## config.mk

```make
export PLATFORM = sky130hd
export DESIGN_NAME = sim_ctrl_mmio
export DESIGN_NICKNAME = d
export VERILOG_FILES = /design/src/rtl/sim_ctrl_mmio_pkg.sv /design/src/rtl/sim_ctrl_mmio_sync_fifo.sv /design/src/rtl/sim_ctrl_mmio.sv
export SDC_FILE = /design/constraint.sdc
export NUM_CORES = 1
export LEC_CHECK = 0
export CAP_MARGIN = 20
export CORE_ASPECT_RATIO = 1.25
export CORE_MARGIN = 4
export CORE_UTILIZATION = 43
export DETAILED_ROUTE_END_ITERATION = 7
export SLEW_MARGIN = 5
export SYNTH_ARGS = -nofsm -noshare
export SYNTH_HDL_FRONTEND = slang
export SYNTH_SLANG_ARGS = --single-unit
```

## constraint.sdc

```tcl
create_clock -name clk -period 3.2 [get_ports clk]
set_input_delay 0.32 -clock clk [delete_from_list [all_inputs] [get_ports clk]]
set_output_delay 0.32 -clock clk [all_outputs]
set_load 0.005 [all_outputs]
```

## src/rtl/sim_ctrl_mmio_pkg.sv

```systemverilog
// Shared definitions for the simulation-control peripheral.
// Holds the register offsets within the four-word window, the
// end-of-test outcome encoding and a helper that packs the CONSOLE
// status word.
package sim_ctrl_mmio_pkg;

    localparam logic [1:0] REG_STATUS  = 2'd0;
    localparam logic [1:0] REG_CONSOLE = 2'd1;
    localparam logic [1:0] REG_WDOG    = 2'd2;
    localparam logic [1:0] REG_CYCLE   = 2'd3;

    typedef enum logic [1:0] {
        RUN     = 2'd0,
        PASS    = 2'd1,
        FAIL    = 2'd2,
        TIMEOUT = 2'd3
    } outcome_e;

    // CONSOLE read word: occupancy in the upper byte, full flag in bit 0.
    function automatic logic [15:0] console_status(input logic [7:0] count,
                                                   input logic       full);
        return {count, 7'b0, full};
    endfunction

endpackage

```

## src/rtl/sim_ctrl_mmio_sync_fifo.sv

```systemverilog
// Single-clock FIFO with a registered head word.
// Ports:
//   clk, rst_n     clock, async active-low reset (clears contents)
//   push_i, data_i write side; a push while full is dropped
//   pop_i          read side; a pop while empty is dropped
//   head_o         registered oldest entry, 0 when empty
//   full_o/empty_o occupancy flags
//   count_o        occupancy, 0..DEPTH
// DEPTH must be a power of two so the pointers wrap naturally.
module sync_fifo #(
    parameter int WIDTH = 8,
    parameter int DEPTH = 8
) (
    input  logic                     clk,
    input  logic                     rst_n,
    input  logic                     push_i,
    input  logic                     pop_i,
    input  logic [WIDTH-1:0]         data_i,
    output logic [WIDTH-1:0]         head_o,
    output logic                     full_o,
    output logic                     empty_o,
    output logic [$clog2(DEPTH):0]   count_o
);

    localparam int AW = $clog2(DEPTH);
    localparam int CW = AW + 1;

    logic [WIDTH-1:0] mem_q [DEPTH];
    logic [AW-1:0]    rd_ptr_q, rd_ptr_d, wr_ptr_q, wr_ptr_d;
    logic [CW-1:0]    count_q, count_d;
    logic [WIDTH-1:0] head_q, head_d;
    logic             do_push, do_pop;

    assign full_o  = (count_q == CW'(DEPTH));
    assign empty_o = (count_q == '0);
    assign do_push = push_i && !full_o;
    assign do_pop  = pop_i && !empty_o;
    assign head_o  = head_q;
    assign count_o = count_q;

    always_comb begin
        rd_ptr_d = do_pop  ? rd_ptr_q + 1'b1 : rd_ptr_q;
        wr_ptr_d = do_push ? wr_ptr_q + 1'b1 : wr_ptr_q;
        count_d  = count_q;
        if (do_push && !do_pop) begin
            count_d = count_q + 1'b1;
        end else if (do_pop && !do_push) begin
            count_d = count_q - 1'b1;
        end
        // The head register must already hold the next entry on the cycle
        // after a pop, so the successor is read out of the array here.
        head_d = head_q;
        if (do_pop) begin
            if (count_q == CW'(1)) begin
                head_d = do_push ? data_i : '0;
            end else begin
                head_d = mem_q[rd_ptr_d];
            end
        end else if (empty_o && do_push) begin
            head_d = data_i;
        end
    end

    always_ff @(posedge clk or negedge rst_n) begin
        if (!rst_n) begin
            for (int i = 0; i < DEPTH; i++) begin
                mem_q[i] <= '0;
            end
            rd_ptr_q <= '0;
            wr_ptr_q <= '0;
            count_q  <= '0;
            head_q   <= '0;
        end else begin
            if (do_push) begin
                mem_q[wr_ptr_q] <= data_i;
            end
            rd_ptr_q <= rd_ptr_d;
            wr_ptr_q <= wr_ptr_d;
            count_q  <= count_d;
            head_q   <= head_d;
        end
    end

endmodule

```

## src/rtl/sim_ctrl_mmio.sv

```systemverilog
// Memory-mapped simulation-control peripheral on the 16-bit data bus.
// Converts program stores into end-of-test status, a console byte stream
// and a cycle watchdog; inert on silicon.
// Ports:
//   clk, rst_n                 clock, async active-low reset
//   req_valid_i/req_ready_o    request handshake (ready drops only for a
//                              console push into a full FIFO)
//   req_we_i, req_addr_i,
//   req_wdata_i                request payload (word address)
//   rsp_valid_o, rsp_rdata_o   one-cycle read response, data held after
//   console_valid_o/_data_o,
//   console_ready_i            console byte stream (registered head)
//   done_o, pass_o, fail_code_o,
//   timeout_o                  sticky end-of-test outcome
//
// state   | meaning
// --------+--------------------------------------------
// RUN     | test in progress, watchdog may count
// PASS    | program reported success (terminal)
// FAIL    | program reported a nonzero fail code (terminal)
// TIMEOUT | watchdog expired before any report (terminal)
module sim_ctrl_mmio
    import sim_ctrl_mmio_pkg::*;
#(
    parameter logic [15:0] BASE_ADDR    = 16'hFF00,
    parameter int          FIFO_DEPTH   = 8,
    parameter logic [15:0] WDOG_DEFAULT = 16'd1000
) (
    input  logic        clk,
    input  logic        rst_n,
    input  logic        req_valid_i,
    output logic        req_ready_o,
    input  logic        req_we_i,
    input  logic [15:0] req_addr_i,
    input  logic [15:0] req_wdata_i,
    output logic        rsp_valid_o,
    output logic [15:0] rsp_rdata_o,
    output logic        console_valid_o,
    output logic [7:0]  console_data_o,
    input  logic        console_ready_i,
    output logic        done_o,
    output logic        pass_o,
    output logic [14:0] fail_code_o,
    output logic        timeout_o
);

    localparam int CW = $clog2(FIFO_DEPTH) + 1;

    outcome_e    state_q, state_d;
    logic [14:0] fail_code_q, fail_code_d;
    logic [15:0] wdog_q, wdog_d;
    logic [15:0] cycle_q;
    logic        rsp_valid_q;
    logic [15:0] rsp_rdata_q, rdata_d;

    logic [15:0]   offset;
    logic          in_win;
    logic [1:0]    reg_sel;
    logic          accept, wr_en, rd_en;
    logic          status_end_wr, console_push, console_pop, wdog_wr, wdog_expire;
    logic          fifo_full, fifo_empty;
    logic [CW-1:0] fifo_count;
    logic [7:0]    fifo_head;

    // Subtracting the base makes every address below it wrap to a large
    // offset, so a single upper-bits test covers both sides of the window.
    assign offset  = req_addr_i - BASE_ADDR;
    assign in_win  = (offset[15:2] == 14'd0);
    assign reg_sel = offset[1:0];

    // Backpressure looks only at the registered full flag; a pop in the
    // same cycle does not make room for this push.
    assign req_ready_o = !(req_valid_i && req_we_i && in_win &&
                           (reg_sel == REG_CONSOLE) && fifo_full);

    assign accept        = req_valid_i && req_ready_o;
    assign wr_en         = accept && req_we_i && in_win;
    assign rd_en         = accept && !req_we_i;
    assign status_end_wr = wr_en && (reg_sel == REG_STATUS) && req_wdata_i[0];
    assign console_push  = wr_en && (reg_sel == REG_CONSOLE);
    assign wdog_wr       = wr_en && (reg_sel == REG_WDOG);
    assign console_pop   = console_valid_o && console_ready_i;

    // A reload in the expiry cycle cancels the expiry.
    assign wdog_expire = (state_q == RUN) && (wdog_q == 16'd1) && !wdog_wr;

    sync_fifo #(
        .WIDTH (8),
        .DEPTH (FIFO_DEPTH)
    ) u_console_fifo (
        .clk     (clk),
        .rst_n   (rst_n),
        .push_i  (console_push),
        .pop_i   (console_pop),
        .data_i  (req_wdata_i[7:0]),
        .head_o  (fifo_head),
        .full_o  (fifo_full),
        .empty_o (fifo_empty),
        .count_o (fifo_count)
    );

    // The STATUS report is checked before expiry so a report landing on
    // the expiry cycle wins.
    always_comb begin
        state_d     = state_q;
        fail_code_d = fail_code_q;
        case (state_q)
            RUN: begin
                if (status_end_wr) begin
                    if (req_wdata_i[15:1] == 15'd0) begin
                        state_d = PASS;
                    end else begin
                        state_d     = FAIL;
                        fail_code_d = req_wdata_i[15:1];
                    end
                end else if (wdog_expire) begin
                    state_d = TIMEOUT;
                end
            end
            default: ;
        endcase
    end

    always_comb begin
        wdog_d = wdog_q;
        if (wdog_wr) begin
            wdog_d = req_wdata_i;
        end else if ((state_q == RUN) && (wdog_q != 16'd0)) begin
            wdog_d = wdog_q - 16'd1;
        end
    end

    always_comb begin
        rdata_d = 16'h0000;
        if (in_win) begin
            case (reg_sel)
                REG_STATUS:  rdata_d = {fail_code_q, state_q != RUN};
                REG_CONSOLE: rdata_d = console_status(8'(fifo_count), fifo_full);
                REG_WDOG:    rdata_d = wdog_q;
                REG_CYCLE:   rdata_d = cycle_q;
                default:     rdata_d = 16'h0000;
            endcase
        end
    end

    always_ff @(posedge clk or negedge rst_n) begin
        if (!rst_n) begin
            state_q     <= RUN;
            fail_code_q <= '0;
            wdog_q      <= WDOG_DEFAULT;
            cycle_q     <= '0;
            rsp_valid_q <= 1'b0;
            rsp_rdata_q <= '0;
        end else begin
            state_q     <= state_d;
            fail_code_q <= fail_code_d;
            wdog_q      <= wdog_d;
            cycle_q     <= cycle_q + 16'd1;
            rsp_valid_q <= rd_en;
            if (rd_en) begin
                rsp_rdata_q <= rdata_d;
            end
        end
    end

    assign rsp_valid_o     = rsp_valid_q;
    assign rsp_rdata_o     = rsp_rdata_q;
    assign console_valid_o = !fifo_empty;
    assign console_data_o  = fifo_head;
    assign done_o          = (state_q != RUN);
    assign pass_o          = (state_q == PASS);
    assign timeout_o       = (state_q == TIMEOUT);
    assign fail_code_o     = fail_code_q;

endmodule
```

### Yosys cells after proc, flatten, opt, wreduce, memory -nomap -nowiden

Index checks and enable logic that the tools add are counted.

* flip-flop bits (word level): 148
* bits of input ports: 37
* output and inout port bits: 45
* word-level logic and storage cells: 101

* add/subtract/negate cells: 7
* magnitude comparators: 3
* equality and inequality tests: 8
* muxes and demuxes: 20
* bitwise gates (word level): 3
* reductions and logical operators: 42

Operators with widths (count)
* 64-bit bitwise mux: 1
* 16-bit case mux with 4 select lines: 1
* 8-bit two-way mux: 7
* 16-bit two-way mux: 3
* 8-bit binary-select mux with 3-bit select: 1
* 8-bit demux with 3-bit select: 1
* 1-bit logical AND: 22
* 16-bit by 1-bit adder with 16-bit output (second input constant): 1
* 16-bit by 1-bit equality test with 1-bit output (second input constant): 1
* 16-bit nonzero test: 1
* 16-bit by 1-bit subtractor with 16-bit output (second input constant): 1
* 16-bit subtractor (second input constant): 1
* 15-bit logical NOT: 1
* 14-bit logical NOT: 1
* 2-bit nonzero test: 5
* 4-bit greater-or-equal comparator (second input constant): 2
* 4-bit two-way mux: 2
* 3-bit NOT with 4-bit output: 2
* 1-bit logical NOT: 7
* 3-bit by 1-bit adder with 3-bit output (second input constant): 2
* 2-bit equality test (second input constant): 3
* 2-bit two-way mux: 3
* 4-bit by 1-bit adder with 4-bit output (second input constant): 1
* 2-bit by 1-bit equality test with 1-bit output (second input constant): 2
* 10 further kinds: 11

### Longest topological paths before layout

Gate-level depths: netlist of run 1.

* word-level depth: 15
* depth in mapped cells: 11
* mapped depth without buffers: 9

### Cells and area by module

A second synthesis of run 1 with hierarchy kept.

* cells, all modules: 683
* area total of the unflattened synthesis: 7719.9 sq um

Modules (own cells, without submodules)
* sync_fifo: times used 1, cells each 337, area an instance 4057.6 sq um, seq. area each 2052.0 sq um
* sim_ctrl_mmio: times used 1, cells each 346, area an instance 3662.3 sq um, seq. area each 1659.1 sq um

### Least setup slack after synthesis of run 1

No wires, ideal clock.

* path type: input-to-reg
* start point: in req_addr_i[5]
* end point: reg u_console_fifo.count_q[2] (netlist: u_console_fifo.count_o[2])
* library setup time: 0.138 ns
* arrival: 2.562 ns
* data required time: 3.062 ns
* setup slack: 0.500 ns
* stages on the path: 8
* path buffers: 0
* cell sequence: or4_4 -> nor4_1 -> nand2_1 -> nor2_1 -> ha_1 -> mux2i_1 -> nor2_1 -> xor2_1

* word-level cells in the longest chain between the ends: 14
* elaborated cells on any way between the ends: 16
* those cells by class: 1 x add/sub; 1 x mux; 14 x reduce/logical

RTL lines
* start, declared: line sim_ctrl_mmio.sv:34 `input logic [15:0] req_addr_i,`
* 16-bit subtractor (*): line sim_ctrl_mmio.sv:67 `assign offset = req_addr_i - BASE_ADDR;`
* 14-bit logical NOT (*): line sim_ctrl_mmio.sv:68 `assign in_win = (offset[15:2] == 14'd0);`
* 1-bit logical AND (2 in a row): line sim_ctrl_mmio.sv:73 `assign req_ready_o = !(req_valid_i && req_we_i && in_win &&`
* 1-bit logical AND: line sim_ctrl_mmio.sv:74 `(reg_sel == REG_CONSOLE) && fifo_full);`
* 1-bit logical NOT: line sim_ctrl_mmio.sv:73
* 1-bit logical AND: line sim_ctrl_mmio.sv:76 `assign accept = req_valid_i && req_ready_o;`
* 1-bit logical AND: line sim_ctrl_mmio.sv:77 `assign wr_en = accept && req_we_i && in_win;`
* 1-bit logical AND (*): line sim_ctrl_mmio.sv:77
* 1-bit logical AND (*): line sim_ctrl_mmio.sv:80 `assign console_push = wr_en && (reg_sel == REG_CONSOLE);`
* 1-bit logical AND (*): line sim_ctrl_mmio_sync_fifo.sv:36 `assign do_push = push_i && !full_o;`
* named net u_console_fifo.do_push: line sim_ctrl_mmio_sync_fifo.sv:32 `logic do_push, do_pop;`
* 1-bit logical NOT: line sim_ctrl_mmio_sync_fifo.sv:47 `end else if (do_pop && !do_push) begin`
* 1-bit logical AND: line sim_ctrl_mmio_sync_fifo.sv:47
* 2-bit nonzero test (no source line)
* end signal, assigned: line sim_ctrl_mmio_sync_fifo.sv:79 `count_q <= count_d;`
* end, declared: line sim_ctrl_mmio_sync_fifo.sv:30 `logic [CW-1:0] count_q, count_d;`

The timed path passes the listed nets; every way through them passes the cells marked *.
A chain may end at the register's enable or synchronous reset.

### Final worst setup path of run 1

* start point: in req_addr_i[5]
* end point: out req_ready_o

* word-level cells in the longest chain between the ends: 6

RTL lines
* 16-bit subtractor: line sim_ctrl_mmio.sv:67
* 14-bit logical NOT: line sim_ctrl_mmio.sv:68
* 1-bit logical AND (2 in a row): line sim_ctrl_mmio.sv:73
* 1-bit logical AND: line sim_ctrl_mmio.sv:74
* 1-bit logical NOT: line sim_ctrl_mmio.sv:73
* end, declared: line sim_ctrl_mmio.sv:32 `output logic req_ready_o,`

No other way between the ends.

==> results of run 1 <==
cell type report:
class | instances | area (µm²)
Clock inverter | 7 | 96.3
Sequential cell | 148 | 3710
Multi-Input combinational cell | 467 | 3530
Inverter | 14 | 52.6
Tap cell | 220 | 275
Timing Repair Buffer | 117 | 1160
Fill cell | 1469 | 7580
Clock buffer | 24 | 502
sequential cells by signal (all words and copies together) (netlist names):
register                 flops
u_console_fifo.wr_ptr_q      3
u_console_fifo.count_o       4
u_console_fifo.mem_q        64
rsp_rdata_o                 16
rsp_valid_o                  1
fail_code_o                 15
u_console_fifo.head_o        8
cycle_q                     16
wdog_q                      16
u_console_fifo.rd_ptr_q      3
state_q                      2
critical path, delay by kind of cell:
family        cells  cell delay (ns)
buf+inv           3             1.03
simple gates      3             1.32
power by group:
group	internal (mW)	switching, mW
registers	1.97	0.107
clock network	1.25	0.780
logic	0.539	0.664
per-stage QoR:
stage	utilization	TNS (ns)	std cells	cell area (µm²)	power, mW
after floorplan	-	0	662	7420	2.79
after detailed placement	0.516	-0.164	965	8720	3.30
after global routing	0.552	0	997	9330	5.52
after global placement	0.516	0	965	8720	3.28
after CTS	0.552	0	997	9330	5.34
final	0.552	0	997	9330	5.31
layer usage:
metal	share of wire	vias up
met5	0	-
met4	0.023	0
met3	0.025	28
met2	0.53	93
met1	0.42	2788
li1	-	2576
worst paths after layout:
path                       slack [ns]                        to  cells past startpoint
setup / recovery                 0.21               req_ready_o                      6
hold / removal                   0.46           rsp_rdata_o[10]                      2
setup reg to reg                 0.37  u_console_fifo.head_o[4]                      8
hold reg to reg                  0.46           rsp_rdata_o[10]                      2
max in group asynchronous        1.72  u_console_fifo.mem_q[62]                      4
min in group asynchronous        0.48            rsp_rdata_o[8]                      2
Yosys cell counts (3+ instances only):
cell type,n
nor2b_1,3
buf_1,5
dfstp_2,6
nand4_1,5
nor3b_1,3
nor2_1,54
a211oi_1,5
xnor2_1,20
inv_1,13
nand3_1,26
clkbuf_1,24
a31oi_1,3
a21oi_1,42
dfrtp_1,142
nor4_1,8
or4_1,3
o21ai_0,17
or3_1,3
ha_1,9
mux2_1,3
mux2_2,83
mux2i_1,37
a22oi_1,5
mux4_2,5
and3_1,6
and2_1,6
xor2_1,13
buf_2,4
a211o_1,5
nor4bb_1,3
nand2_1,50
nand2b_1,3
nor3_1,9
timing repair:
action / in CTS / in global routing
gates resized for setup: 0 / 0
hold buffers: 1 / 0
endpoints found under the hold margin: 70 / 0
cell families after synthesis:
kind of cell | count (synthesis) | share of synthesized area
simple gates | 202 | 0.147
buf+inv | 47 | 0.0245
fa+ha+maj | 9 | 0.0152
mux | 128 | 0.196
flops | 148 | 0.500
xor+xnor | 33 | 0.0390
compound gates | 95 | 0.0782
==> metrics.md, run 1 <==
| Metric | Value |
|---|---|
| Status | `complete, no violations` |
| Final antenna-violating net count | `0` |
| Initial antenna violation count | `0` |
| Worst slew pin tran | `0.871 ns` |
| Worst setup EP type | `primary output` |
| Antenna cells | `0` |
| Clk sinks | `148` |
| Largest net degree at the start of global routing | `75` |
| Setup Fix Bufs, Post-CTS | `0` |
| Worst hold margin | `0.463 ns` |
| Synth Warn # | `0` |
| Final Setup Violations | `0` |
| Kind of critical path | `in -> out` |
| Worst-path maximum fanout | `3` |
| Hold Fails Final Rpt | `0` |
| Post-Syn Nets | `708` |
| Post-synthesis cell count | `662` |
| DP Wirelength | `14,100 µm` |
| Synth area leader | `dfrtp_1` |
| Die height | `155 µm` |
| Gr usage total | `0.206` |
| Slowest cell delay on critical path | `0.63 ns` |
| Min-Delay Startpoint | `rsp_rdata_o[10]` |
| Worst Setup SP | `req_addr_i[5]` |
| Crit path cell chain | `clkdlybuf4s50_1, or4_4, buf_4, nor4_1, nand3_1, clkdlybuf4s50_1` |
| Crit path launch type | `input port` |
| CTS Buffer Depth | `2` |
| GRT met1 Usage | `0.245` |
| Grt ovf | `0` |
| Pwr dens | `569 mW/mm²` |
| Synthesis-to-finish area growth | `25.8%` |
| DR WL/cell | `19.5 µm` |
| # nets final | `811` |
| GRT met2 Usage | `0.373` |
| FF-to-FF Start | `u_console_fifo.count_o[1]` |
| Top FF cell, synth | `dfrtp_1` |
| Crit-path most repeated cell | `clkdlybuf4s50_1` |
| Worst hold path type | `reg -> reg` |
| Tcrit/Tclk final | `0.935` |
| DR pass1 iterations | `4` |
| H-tree depth | `4` |
| Commonest cells after routing, fill and taps aside | `dfrtp_1 (142), mux2_2 (83), clkdlybuf4s50_1 (80), nor2_1 (54), nand2_1 (50)` |
| Unrepaired setup endpoints after global routing | `false` |
| PortBufs | `81` |
| Worst-path clk slew | `0.06 ns` |
| Slowest stage cell, crit path | `nor4_1` |
| Largest vdd supply drop | `352 µV` |
| Post-synthesis register bit count | `148` |
| Data arrival, critical path | `2.67 ns` |
| Synth top area cells | `dfrtp_1 (48%), mux2_2 (13%), mux2i_1 (5.0%)` |
| Area fraction of the dominant cell type after synthesis | `0.479` |
| Met3 Usage GRT | `0.0374` |
| Die area | `0.0194 mm²` |
| Final WL | `19,400 µm` |
| Setup WS pre-CTS | `-0.0843 ns` |
| Synth unique cells | `61` |
| Share of post-route cells with drive strength above 1 | `0.225` |
| Commonest non-fill, non-tap cell in the layout | `dfrtp_1` |
| EDFF count, synth | `0` |
| RePlAce Congestion | `0.861` |
| DR DRC count | `0` |
| First-pass GRT wire length | `31,600 µm` |
| Post-route setup slack | `0.208 ns` |
| Minimum clock period after layout | `2.99 ns` |
| Fmax | `334 MHz` |
| Die Wd | `125 µm` |
| Worst-Skew Late Latency | `0.43 ns` |
| Core area | `0.0169 mm²` |
| Worst slew margin | `0.417` |
| Slew Viols, Final | `0` |
| Rows | `53` |
| Seq/Total Area, Yosys | `0.500` |
| Leak Pwr | `4.27 nW` |
| CTS tree | `yes` |
| Maximum Capacitance Violations | `0` |
| Clock Tree Root | `clkbuf_16` |
| Synthesized area | `0.00742 mm²` |
| Vias per cell | `5.50` |
| Asr flop ratio synth | `1.00` |
| Worst clock skew | `0.00911 ns` |
| Grt peak-use layer | `met2` |
| Num CTS Buffers | `17` |
| CP Data Required Time | `2.88 ns` |
| Initial DRC Count | `242` |
| Initial Utilization | `0.439` |
| Top Ports | `82` |
| Vias in the first global route | `5,863` |
| Via count | `5,485` |
| Avg Cell Area, Syn | `11.2 µm²` |
Note: power is estimated with default switching activity, not from simulation.
==> inputs of run 2 (changes only) <==
--- a/config.mk
+++ b/config.mk
@@ -10,6 +10,7 @@
 export CORE_MARGIN = 4
 export CORE_UTILIZATION = 43
 export DETAILED_ROUTE_END_ITERATION = 7
+export PLACE_DENSITY = 0.7
 export SLEW_MARGIN = 5
 export SYNTH_ARGS = -nofsm -noshare
 export SYNTH_HDL_FRONTEND = slang
==> metrics.md, run 2 (synthesis results as in run 1) <==
| Metric | Value |
|---|---|
| Die Wd | `125 µm (unchanged)` |
| Top Ports | `82 (unchanged)` |
| DP Wirelength | `13,500 µm (was 14,100 µm)` |
| Hold_buf cts | `1 (unchanged)` |
| Final WL | `18,300 µm (was 19,400 µm)` |
| Gates resized, CTS repair | `0 (unchanged)` |
| Final instance area | `0.00925 mm² (was 0.00933 mm²)` |
| Hold Fails Final Rpt | `0 (unchanged)` |
| Worst slew pin tran | `0.827 ns (was 0.871 ns)` |
| Largest net degree at the start of global routing | `88 (was 75)` |
| Vias per cell | `5.50 (about the same)` |
| Synthesis-to-finish area growth | `24.6% (was 25.8%)` |
| Worst-path clk slew | `0.06 ns (about the same)` |
| CTS Buffer Depth | `2 (unchanged)` |
| Status | `complete, no violations (unchanged)` |
| Worst hold path type | `reg -> reg (unchanged)` |
| Post-route setup slack | `0.254 ns (was 0.208 ns)` |
| Min-Delay Startpoint | `rsp_rdata_o[10] (unchanged)` |
| Initial Utilization | `0.439 (unchanged)` |
| RePlAce Congestion | `0.941 (was 0.861)` |
| Setup Fix Bufs, Post-CTS | `0 (unchanged)` |
| Clk sinks | `148 (unchanged)` |
| Grt ovf | `0 (unchanged)` |
| Worst setup EP type | `flip-flop (was primary output)` |
| Hold Path End | `rsp_rdata_o[10] (unchanged)` |
| Num CTS Buffers | `17 (unchanged)` |
| Antenna cells | `0 (unchanged)` |
| Worst clock skew | `0.00756 ns (was 0.00911 ns)` |
| Unrepaired setup endpoints after global routing | `false (unchanged)` |
| Gr usage total | `0.197 (was 0.206)` |
| Kind of critical path | `reg -> reg (was in -> out)` |
| Commonest non-fill, non-tap cell in the layout | `dfrtp_1 (unchanged)` |
| DR DRC count | `0 (unchanged)` |
| Total Neg Setup Slack | `0 ns (unchanged)` |
| Pwr dens | `557 mW/mm² (was 569 mW/mm²)` |
| Leak Pwr | `4.23 nW (was 4.27 nW)` |
| Fin util | `0.547 (was 0.552)` |
| Worst r2r dst | `u_console_fifo.head_o[1] (was u_console_fifo.head_o[4])` |
| Hold path depth | `2 (unchanged)` |
| PortBufs | `81 (unchanged)` |
| CP Data Required Time | `3.56 ns (was 2.88 ns)` |
| Slew Viols, Final | `0 (unchanged)` |
| DR pass1 iterations | `5 (was 4)` |
| Initial DRC Count | `268 (was 242)` |
| Final Setup Violations | `0 (unchanged)` |
| R2R Setup Slk | `0.25 ns (was 0.37 ns)` |
| Initial antenna violation count | `0 (unchanged)` |
| Fmax | `339 MHz (was 334 MHz)` |
| Die area | `0.0194 mm² (unchanged)` |
| Worst-path maximum fanout | `7 (was 3)` |
| Crit path launch type | `flip-flop (was input port)` |
| Placed cell area | `0.00866 mm² (was 0.00872 mm²)` |
| First-pass GRT wire length | `30,400 µm (was 31,600 µm)` |
| DR WL/cell | `18.4 µm (was 19.5 µm)` |
| Clock Tree Root | `clkbuf_16 (unchanged)` |
| H-tree depth | `4 (unchanged)` |
| Vias in the first global route | `5,894 (was 5,863)` |
| Setup WS pre-CTS | `-0.0557 ns (was -0.0843 ns)` |
| Minimum clock period after layout | `2.95 ns (was 2.99 ns)` |
| Data arrival, critical path | `3.31 ns (was 2.67 ns)` |
| Largest register FFs | `64 (unchanged)` |
| Share of post-route cells with drive strength above 1 | `0.219 (was 0.225)` |
| Rows | `53 (unchanged)` |
| Register name with the most flops | `u_console_fifo.mem_q (unchanged)` |
| Tcrit/Tclk final | `0.920 (was 0.935)` |
| Die height | `155 µm (unchanged)` |
| # nets final | `806 (was 811)` |
| FF-to-FF Start | `u_console_fifo.count_o[1] (unchanged)` |
| Largest vdd supply drop | `397 µV (was 352 µV)` |
| Final antenna-violating net count | `0 (unchanged)` |
| Core area | `0.0169 mm² (unchanged)` |
| Commonest cells after routing, fill and taps aside | `dfrtp_1 (142), mux2_2 (83), clkdlybuf4s50_1 (80), nor2_1 (54), nand2_1 (50) (unchanged)` |
| FF-to-FF path depth | `8 (unchanged)` |
| Maximum Capacitance Violations | `0 (unchanged)` |
| Via count | `5,466 (was 5,485)` |
| Worst-Skew Late Latency | `0.42 ns (was 0.43 ns)` |
| Worst slew margin | `0.446 (was 0.417)` |
| CTS tree | `yes (unchanged)` |
-- run 2: changes by cell type in the layout (fill, tap and decap cells not counted), sizes merged --
| cell | before | now |
|---|---|---|
| clkinv | 1 | 3 |
| clkbuf | 24 | 23 |
| buf | 36 | 31 |
-- run 2: cell type report --
| cell class | count | area, µm² |
|---|---|---|
| Fill cell | 1470 | 7660 |
| Sequential cell | 148 | 3710 |
| Multi-Input combinational cell | 467 | 3530 |
| Timing Repair Buffer | 112 | 1100 |
| Clock buffer | 23 | 468 |
| Tap cell | 220 | 275 |
| Clock inverter | 9 | 106 |
| Inverter | 14 | 52.6 |
-- run 2: worst max path at each step --
stage / start / end / slack (ns)
after floorplan: req_addr_i[5] / u_console_fifo.count_o[2] / 0.50
after detailed placement: req_addr_i[5] / u_console_fifo.count_o[2] / -0.06
after global placement: req_addr_i[5] / u_console_fifo.mem_q[37] / 0.02
after CTS: u_console_fifo.count_o[1] / u_console_fifo.head_o[1] / 0.26
after global routing: u_console_fifo.count_o[1] / u_console_fifo.head_o[4] / 0.14
final: u_console_fifo.count_o[1] / u_console_fifo.head_o[1] / 0.25
-- run 2: power breakdown --
group	internal [mW]	total (mW)	switching [mW]
sequential	1.97	2.11	0.145
clock	1.19	1.93	0.746
combinational	0.499	1.11	0.609
total	3.65	5.15	1.50
-- run 2: critical path: stages, from the launching register on --
cell	delay, ns
dfrtp_1	0.44
inv_1	0.12
ha_1	0.28
or3b_2	0.58
a311oi_1	0.37
or4b_2	0.75
nor2_1	0.18
a21oi_1	0.06
nand3_1	0.10
-- run 2: layer usage --
metal  track usage  up-vias  wire (µm)
li1              -     2575          -
met1         0.235     2732       7610
met2         0.346      127       9580
met3        0.0385       32        661
met4        0.0821        0        439
met5             0        -          0
-- run 2: through the flow --
stage,std cells,hold slack [ns],power (mW)
after floorplan,662,0.0244,2.79
after global placement,960,0.419,3.20
after detailed placement,960,0.436,3.24
after CTS,993,0.468,5.18
after global routing,993,0.496,5.39
final,993,0.461,5.15
